$ cat src/rtl/prbs_seq_pkg.sv
`default_nettype none
// ============================================================================
//  Module   : prbs_seq_pkg
//  Purpose  : Shared definitions for the PRBS sequencer: FSM state encoding
//             and default parameter values.
//  Revision : 1.0 - initial release
// ============================================================================
package prbs_seq_pkg;

   localparam int OS_DEFAULT     = 4;   // clocks per symbol
   localparam int LEN_NB_DEFAULT = 16;  // burst length / symbol counter width

   typedef enum logic [2:0] {
      IDLE = 3'd0,
      SEED = 3'd1,
      RUN  = 3'd2,
      HOLD = 3'd3,
      DONE = 3'd4
   } state_t;

endpackage
`default_nettype wire

$ cat src/rtl/symbol_tick_gen.sv
`default_nettype none
// ============================================================================
//  Module   : symbol_tick_gen
//  Purpose  : Symbol phase counter 0..OS-1 with clear/advance control and a
//             registered one-cycle tick for the cycle whose phase is OS-1.
//  Ports    : clock        in  system clock
//             reset        in  synchronous active-high reset
//             clear        in  force phase to 0 for the next cycle
//             advance      in  the current cycle executes a phase (RUN)
//             run_next     in  the next cycle will be a RUN cycle
//             tick_pending out next cycle's phase is OS-1 (combinational)
//             tick         out registered strobe, high in a RUN cycle at OS-1
//  Revision : 1.0 - initial release
// ============================================================================
module symbol_tick_gen #(
   parameter int OS = 4
) (
   input  logic clock,
   input  logic reset,
   input  logic clear,
   input  logic advance,
   input  logic run_next,
   output logic tick_pending,
   output logic tick
);

   localparam int            PW      = $clog2(OS);
   localparam logic [PW-1:0] PH_LAST = PW'(OS - 1);

   // phase holds the phase the next RUN cycle will execute once a RUN cycle
   // has passed; during HOLD it is frozen so the run resumes where it stopped.
   logic [PW-1:0] phase;
   logic [PW-1:0] phase_next;

   always_comb begin
      phase_next = phase;
      if (clear) begin
         phase_next = '0;
      end else if (advance) begin
         phase_next = (phase == PH_LAST) ? '0 : phase + 1'b1;
      end
   end

   assign tick_pending = (phase_next == PH_LAST);

   always_ff @(posedge clock) begin
      if (reset) begin
         phase <= '0;
         tick  <= 1'b0;
      end else begin
         phase <= phase_next;
         tick  <= run_next & tick_pending;
      end
   end

endmodule
`default_nettype wire

$ cat src/rtl/prbs_sequencer.sv
`default_nettype none
// ============================================================================
//  Module   : prbs_sequencer
//  Purpose  : Sequences the PRBS generator(s): reseed pulse, enable level and
//             a valid strobe every OS clocks; counts symbols for burst
//             (i_burst_len > 0) or continuous (i_burst_len == 0) runs.
//  Ports    : clock         in  system clock
//             i_reset       in  synchronous active-high reset
//             i_enable      in  run enable; low pauses an active run
//             i_start       in  one-cycle start request
//             i_stop        in  one-cycle abort request
//             i_burst_len   in  symbols per run, latched on accepted start
//             o_prbs_reset  out one-cycle reseed pulse
//             o_prbs_enable out high in RUN/HOLD
//             o_prbs_valid  out one-cycle symbol strobe
//             o_busy        out high in SEED/RUN/HOLD
//             o_done        out one-cycle burst completion pulse
//             o_sym_count   out symbols issued in current/last run
//  Revision : 1.0 - initial release
// ============================================================================
module prbs_sequencer
   import prbs_seq_pkg::*;
#(
   parameter int OS     = OS_DEFAULT,
   parameter int LEN_NB = LEN_NB_DEFAULT
) (
   input  logic              clock,
   input  logic              i_reset,
   input  logic              i_enable,
   input  logic              i_start,
   input  logic              i_stop,
   input  logic [LEN_NB-1:0] i_burst_len,
   output logic              o_prbs_reset,
   output logic              o_prbs_enable,
   output logic              o_prbs_valid,
   output logic              o_busy,
   output logic              o_done,
   output logic [LEN_NB-1:0] o_sym_count
);

   state_t            state;
   state_t            next_state;
   logic [LEN_NB-1:0] burst_len;
   logic              tick_pending;
   logic              run_next;
   logic              count_inc;
   logic              last_symbol;

   // The symbol that completes a burst is the one strobed in this cycle
   // (o_sym_count already includes it).
   assign last_symbol = o_prbs_valid && (burst_len != '0) && (o_sym_count == burst_len);

   always_comb begin
      next_state = state;
      case (state)
         IDLE: begin
            if (i_start && !i_stop) next_state = SEED;
         end
         SEED: begin
            if (i_stop)         next_state = IDLE;
            else if (!i_enable) next_state = HOLD;
            else                next_state = RUN;
         end
         RUN: begin
            if (i_stop)           next_state = IDLE;
            else if (last_symbol) next_state = DONE;
            else if (!i_enable)   next_state = HOLD;
         end
         HOLD: begin
            if (i_stop)        next_state = IDLE;
            else if (i_enable) next_state = RUN;
         end
         DONE:    next_state = IDLE;
         default: next_state = IDLE;
      endcase
   end

   assign run_next  = (next_state == RUN);
   assign count_inc = run_next && tick_pending;

   symbol_tick_gen #(
      .OS (OS)
   ) u_tick (
      .clock        (clock),
      .reset        (i_reset),
      .clear        ((state != RUN) && (state != HOLD)),
      .advance      (state == RUN),
      .run_next     (run_next),
      .tick_pending (tick_pending),
      .tick         (o_prbs_valid)
   );

   // Outputs are registered from the next-state decode so each one lines up
   // with the cycle its state is current.
   always_ff @(posedge clock) begin
      if (i_reset) begin
         state         <= IDLE;
         burst_len     <= '0;
         o_prbs_reset  <= 1'b0;
         o_prbs_enable <= 1'b0;
         o_busy        <= 1'b0;
         o_done        <= 1'b0;
         o_sym_count   <= '0;
      end else begin
         state         <= next_state;
         o_prbs_reset  <= (next_state == SEED);
         o_prbs_enable <= (next_state == RUN) || (next_state == HOLD);
         o_busy        <= (next_state == SEED) || (next_state == RUN) || (next_state == HOLD);
         o_done        <= (next_state == DONE);
         if ((state == IDLE) && (next_state == SEED)) begin
            burst_len   <= i_burst_len;
            o_sym_count <= '0;
         end else if (count_inc) begin
            o_sym_count <= o_sym_count + 1'b1;
         end
      end
   end

endmodule
`default_nettype wire

$ cat config.mk
export PLATFORM = sky130hd
export DESIGN_NAME = prbs_sequencer
export DESIGN_NICKNAME = d
export VERILOG_FILES = /design/src/rtl/prbs_seq_pkg.sv /design/src/rtl/symbol_tick_gen.sv /design/src/rtl/prbs_sequencer.sv
export SDC_FILE = /design/constraint.sdc
export NUM_CORES = 1
export LEC_CHECK = 0
export ABC_AREA = 1
export CORE_MARGIN = 1
export CORE_UTILIZATION = 50
export DETAILED_ROUTE_END_ITERATION = 6
export PLACE_DENSITY = 0.76
export RECOVER_POWER = 100
export SLEW_MARGIN = 0
export SYNTH_ARGS = -nofsm -noshare
export SYNTH_HDL_FRONTEND = slang
export SYNTH_SLANG_ARGS = --single-unit
$ cat constraint.sdc
create_clock -name clock -period 5.1 [get_ports clock]
set_clock_uncertainty 0.1 [all_clocks]
set_input_delay 0.765 -clock clock [delete_from_list [all_inputs] [get_ports clock]]
set_output_delay 0.765 -clock clock [all_outputs]
set_load 0.02 [all_outputs]
## Yosys cells after proc, flatten, opt, wreduce, memory -nomap -nowiden

Cells that the tools add are included.

| operators by class | value |
|---|---|
| equal/unequal tests | 12 |
| mux-type cells | 12 |
| add/sub/neg operators | 2 |
| bitwise operators | 1 |
| reductions and logical operators | 13 |

Operators by type and width:

| cell | count |
|---|---|
| $mux 3 | 6 |
| $add 16x1->16 const B | 1 |
| $eq 16x16->1 | 1 |
| $reduce_bool 16->1 | 1 |
| $eq 3x2->1 const B | 4 |
| $pmux 3 s4 | 1 |
| $mux 2 | 4 |
| $eq 3x1->1 const B | 2 |
| $logic_and 1x1->1 | 6 |
| $ne 3x2->1 const B | 2 |
| $eq 2x2->1 const B | 2 |
| $eq 3x3->1 const B | 1 |
| $logic_not 3->1 | 1 |
| $logic_or 1x1->1 | 3 |
| $add 2x1->2 const B | 1 |
| $reduce_or 2->1 | 1 |
| $and 1x1->1 | 1 |
| $logic_not 1->1 | 1 |
| $mux 1 | 1 |

| storage, ports and cells | value |
|---|---|
| flip-flop bits (word level) | 42 |
| bits of input ports | 21 |

## Longest topological paths before layout

| logic depth | value |
|---|---|
| word-level depth | 9 |
| mapped depth | 14 |

## Hierarchy

From an unflattened synthesis, not the netlist that was laid out.

| second synthesis, totals | value |
|---|---|
| cell total of the unflattened synthesis | 384 |
| area, all modules | 2,457.4 µm² |

By module, submodules not included:

| module | cells an instance | sequential area each (µm²) | times used | area an instance (µm²) |
|---|---|---|---|---|
| prbs_sequencer | 364 | 780.7 | 1 | 2,321.0 |
| symbol_tick_gen | 20 | 60.1 | 1 | 136.4 |

## Worst setup path before layout

OpenSTA, ideal clock, no wires.

| timing | value |
|---|---|
| kind | in2reg |
| start point | in i_stop |
| end point | reg o_sym_count[10] |
| path buffers | 1 |
| cell stages on the path | 9 |
| required time | 4.857 ns |
| setup slack | 3.107 ns |
| arrival time | 1.749 ns |
| library setup time | 0.143 ns |
| cell sequence | inv_1 -> nand2_1 -> nand2_1 -> nand2_1 -> inv_1 -> nor2_1 -> inv_1 -> clkbuf_1 -> a21oi_2 |

| between the ends | value |
|---|---|
| longest elaborated chain between the ends | 7 |

Ends and longest elaborated chain:

| element | line | RTL |
|---|---|---|
| from (decl) | prbs_sequencer.sv:31 | `input logic i_stop,` |
| $logic_not 1->1 | prbs_sequencer.sv:57 | `if (i_start && !i_stop) next_state = SEED;` |
| $logic_and 1x1->1 | prbs_sequencer.sv:57 |  |
| $mux 3 | prbs_sequencer.sv:57 |  |
| $pmux 3 s4 (*) | prbs_sequencer.sv:55 | `case (state)` |
| $eq 3x1->1 | prbs_sequencer.sv:110 | `if ((state == IDLE) && (next_state == SEED)) begin` |
| $logic_and 1x1->1 | prbs_sequencer.sv:110 |  |
| $reduce_or 2->1 (no line) | -- |  |
| to (signal assigned) | prbs_sequencer.sv:114 | `o_sym_count <= o_sym_count + 1'b1;` |
| to (decl) | prbs_sequencer.sv:38 | `output logic [LEN_NB-1:0] o_sym_count` |

Every way passes the cells marked *; elsewhere a longest branch is shown, timed or not.
A chain may end at the register's enable or synchronous reset.

## Worst setup path in the final report

| timing | value |
|---|---|
| start point | in i_stop |
| end point | reg o_sym_count[7] |

The elaborated chain is that of the path after synthesis.

==> flow_metrics.env <==
export IMPL_clk_pin_slew_ns=0.08
export IMPL_cts_resized_gates=0
export IMPL_cts_tree="done"
export IMPL_drt_wl_total_mm=5.51
export IMPL_synth_xor_area_share_pct=5.16
export IMPL_synth_warnings=0
export IMPL_place_gp_congestion=0.894
export IMPL_layout_drive_gt1_share_pct=12.3
export IMPL_min_period_over_period_pct=58.0
export IMPL_end_kind="flip-flop"
export IMPL_post_cts_buffers=0
export IMPL_seq_area_sq_um=841
export IMPL_grt_pass1_wl_mm=9.43
export IMPL_drtPass1Iterations=7
export IMPL_antenna_found_initial=0
export IMPL_grt_max_degree=33
export IMPL_vias=2251
export IMPL_maxCapViolCount=0
export IMPL_worst_pin_slew_ns=1.06
export IMPL_fill_cells=440
export IMPL_root_buffer="clkbuf_8"
export IMPL_synth_fa_ha_area_share_pct=1.05
export IMPL_start_kind="input pin"
export IMPL_slew_headroom_pct=29.6
export IMPL_numPortBuffers=41
export IMPL_die_y_microns=70.9
export IMPL_crit_required_ns=5.22
export IMPL_post_route_util_pct=63.3
export IMPL_num_io_pins=42
export IMPL_cts_hold_buf=0
export IMPL_grt_pass1_vias=2070
export IMPL_drc=0
export IMPL_nNetsFinal=405
export IMPL_via_per_inst=5.19
export IMPL_die_w_microns=70.9
export IMPL_vdd_drop_max_mv=0.188
export IMPL_ys_seq_area_share_pct=35.4
export IMPL_criticalPathCategory="input pin to flip-flop"
export IMPL_coreArea_sq_um=4440
export IMPL_cts_buffer_depth=2
export IMPL_synth_simple_area_share_pct=34.5
export IMPL_period_minus_slack_ns=2.96
export IMPL_synthToLayoutAreaGrowth_pct=18.4
export IMPL_synth_mux_area_share_pct=0
export IMPL_drtAntennaViolNets=0
export IMPL_drtIter0Drc=180
export IMPL_initial_core_util_pct=53.4
export IMPL_power_mw=0.642
export IMPL_grt_setup_unrepaired="false"
export IMPL_ys_ff_latch=42
export IMPL_fp_row_count=24
export IMPL_die_area_sq_um=5030
export IMPL_ys_types=27
export IMPL_syn_num_nets=365
export IMPL_postSynthCellCount=342
export IMPL_fin_setup_tns_ns=0
export IMPL_power_density_nw_per_um2=228
export IMPL_synth_compound_area_share_pct=13.5
export IMPL_grt_use_total_pct=23.8
export IMPL_syn_area_per_cell_sq_um=6.94
export IMPL_dp_hpwl_mm=4.19
export IMPL_multi_input_comb_area_sq_um=1230
export IMPL_crit_path_max_fanout=32
export IMPL_arrival_ns=3.07
export IMPL_insertion_delay_ns=0.30
export IMPL_cts_sinks=42
export IMPL_max_freq_mhz=338
export IMPL_leakagePower_nw=1.14
export IMPL_timing_hold_violations_final=0
export IMPL_htree_levels=2
export IMPL_synth_top_family_by_area="simple AND/OR/NAND/NOR gates"
export IMPL_antennaDiodeCount=0
export IMPL_synth_area_sq_um=2370
export IMPL_avgRoutedWirePerCell_microns=12.7
export IMPL_grt_overflow_total=0
export IMPL_setup_viol=0
export IMPL_cts_buffers=5
export IMPL_hp_class="flip-flop to flip-flop"
export IMPL_slew_violations=0
export IMPL_status="complete, no violations"
[metal layers]
| metal | global-route usage, % | routed length (microns) |
|---|---|---|
| met5 | 0 | 0 |
| met4 | 8.00 | 104 |
| met3 | 3.85 | 263 |
| met2 | 37.6 | 2370 |
| met1 | 33.1 | 2770 |
[cells by family after synthesis]
family / Yosys count
DFF: 42
adders and majority gates: 2
AOI/OAI and AO/OA: 54
buffers and inverters: 57
xor gates and xnor gates: 14
and+or+nand+nor: 173
[layout by cell type, fill, tap and decap left out, types with 8 or more instances in the layout]
cell and count:
nand2_1 82, dfxtp_1 42, nor2_1 38, inv_1 34, a21oi_1 31, dlygate4sd3_1 23, nand3_1 19, clkdlybuf4s50_1 18
o21ai_0 17, xor2_1 14, inv_2 13, nand3_2 11, nand2_2 8
[registers in the layout (all words and copies together) (netlist names)]
register,flops
u_tick.tick,1
o_done,1
burst_len,16
o_sym_count,16
u_tick.phase,2
state,3
o_prbs_enable,1
o_prbs_reset,1
o_busy,1
[path summary, 6_finish.rpt]
check / startpoint / to / slack, ns / cells past startpoint
worst max-delay path: i_stop / o_sym_count[7] / 2.14 / 10
worst min-delay path: burst_len[11] / burst_len[11] / 0.40 / 2
worst max register to register: o_sym_count[0] / o_sym_count[15] / 2.27 / 11
worst min register to register: burst_len[11] / burst_len[11] / 0.40 / 2
[critical path: stages]
cell and delay [ns]:
dlygate4sd3_1 0.55, inv_1 0.07, nand2_1 0.06, nand2_1 0.04, nand2_1 0.06, clkbuf_1 0.78, inv_1 0.17, nor2_1 0.13
inv_1 0.24, a21oi_1 0.20
[synth_stat cells (all sizes together)]
| library cell | number | area, sq um |
|---|---|---|
| nand4 | 2 | 27.5 |
| nor4 | 2 | 12.5 |
| buf | 3 | 42.5 |
| o21ai | 18 | 90.1 |
| clkinv | 1 | 5.00 |
| clkbuf | 6 | 22.5 |
| nand2 | 90 | 360 |
| ha | 2 | 25.0 |
| o22ai | 1 | 6.26 |
| inv | 47 | 176 |
| nor2 | 41 | 166 |
| nor3 | 6 | 30.0 |
| or2 | 2 | 12.5 |
| nand3 | 30 | 210 |
| xor2 | 14 | 123 |
| a21oi | 35 | 224 |
| dfxtp | 42 | 841 |
[where the power goes]
part           internal, mW  switching [mW]
clock                0.0919           0.111
sequential            0.342          0.0110
combinational        0.0365          0.0497
[area by class of cell]
| cell class | instances | area share (%) |
|---|---|---|
| well taps | 52 | 2.31 |
| inverters | 48 | 6.45 |
| multi-input cells | 243 | 43.8 |
| repair buffers | 42 | 14.7 |
| clock inverters | 2 | 0.356 |
| flip-flops and latches | 42 | 29.9 |
| clock buffers | 5 | 2.45 |
[per-stage QoR]
stage                     hold slack, ns  instances  instance area [sq um]  setup WS [ns]
after floorplan                    0.350        342                   2370           3.11
after global placement             0.387        427                   2790           2.47
after global routing               0.432        434                   2810           1.81
final                              0.403        434                   2810           2.14
after CTS                          0.400        434                   2870           2.73
after detailed placement           0.388        427                   2790           2.43
Note: power is estimated with default switching activity, not from simulation.
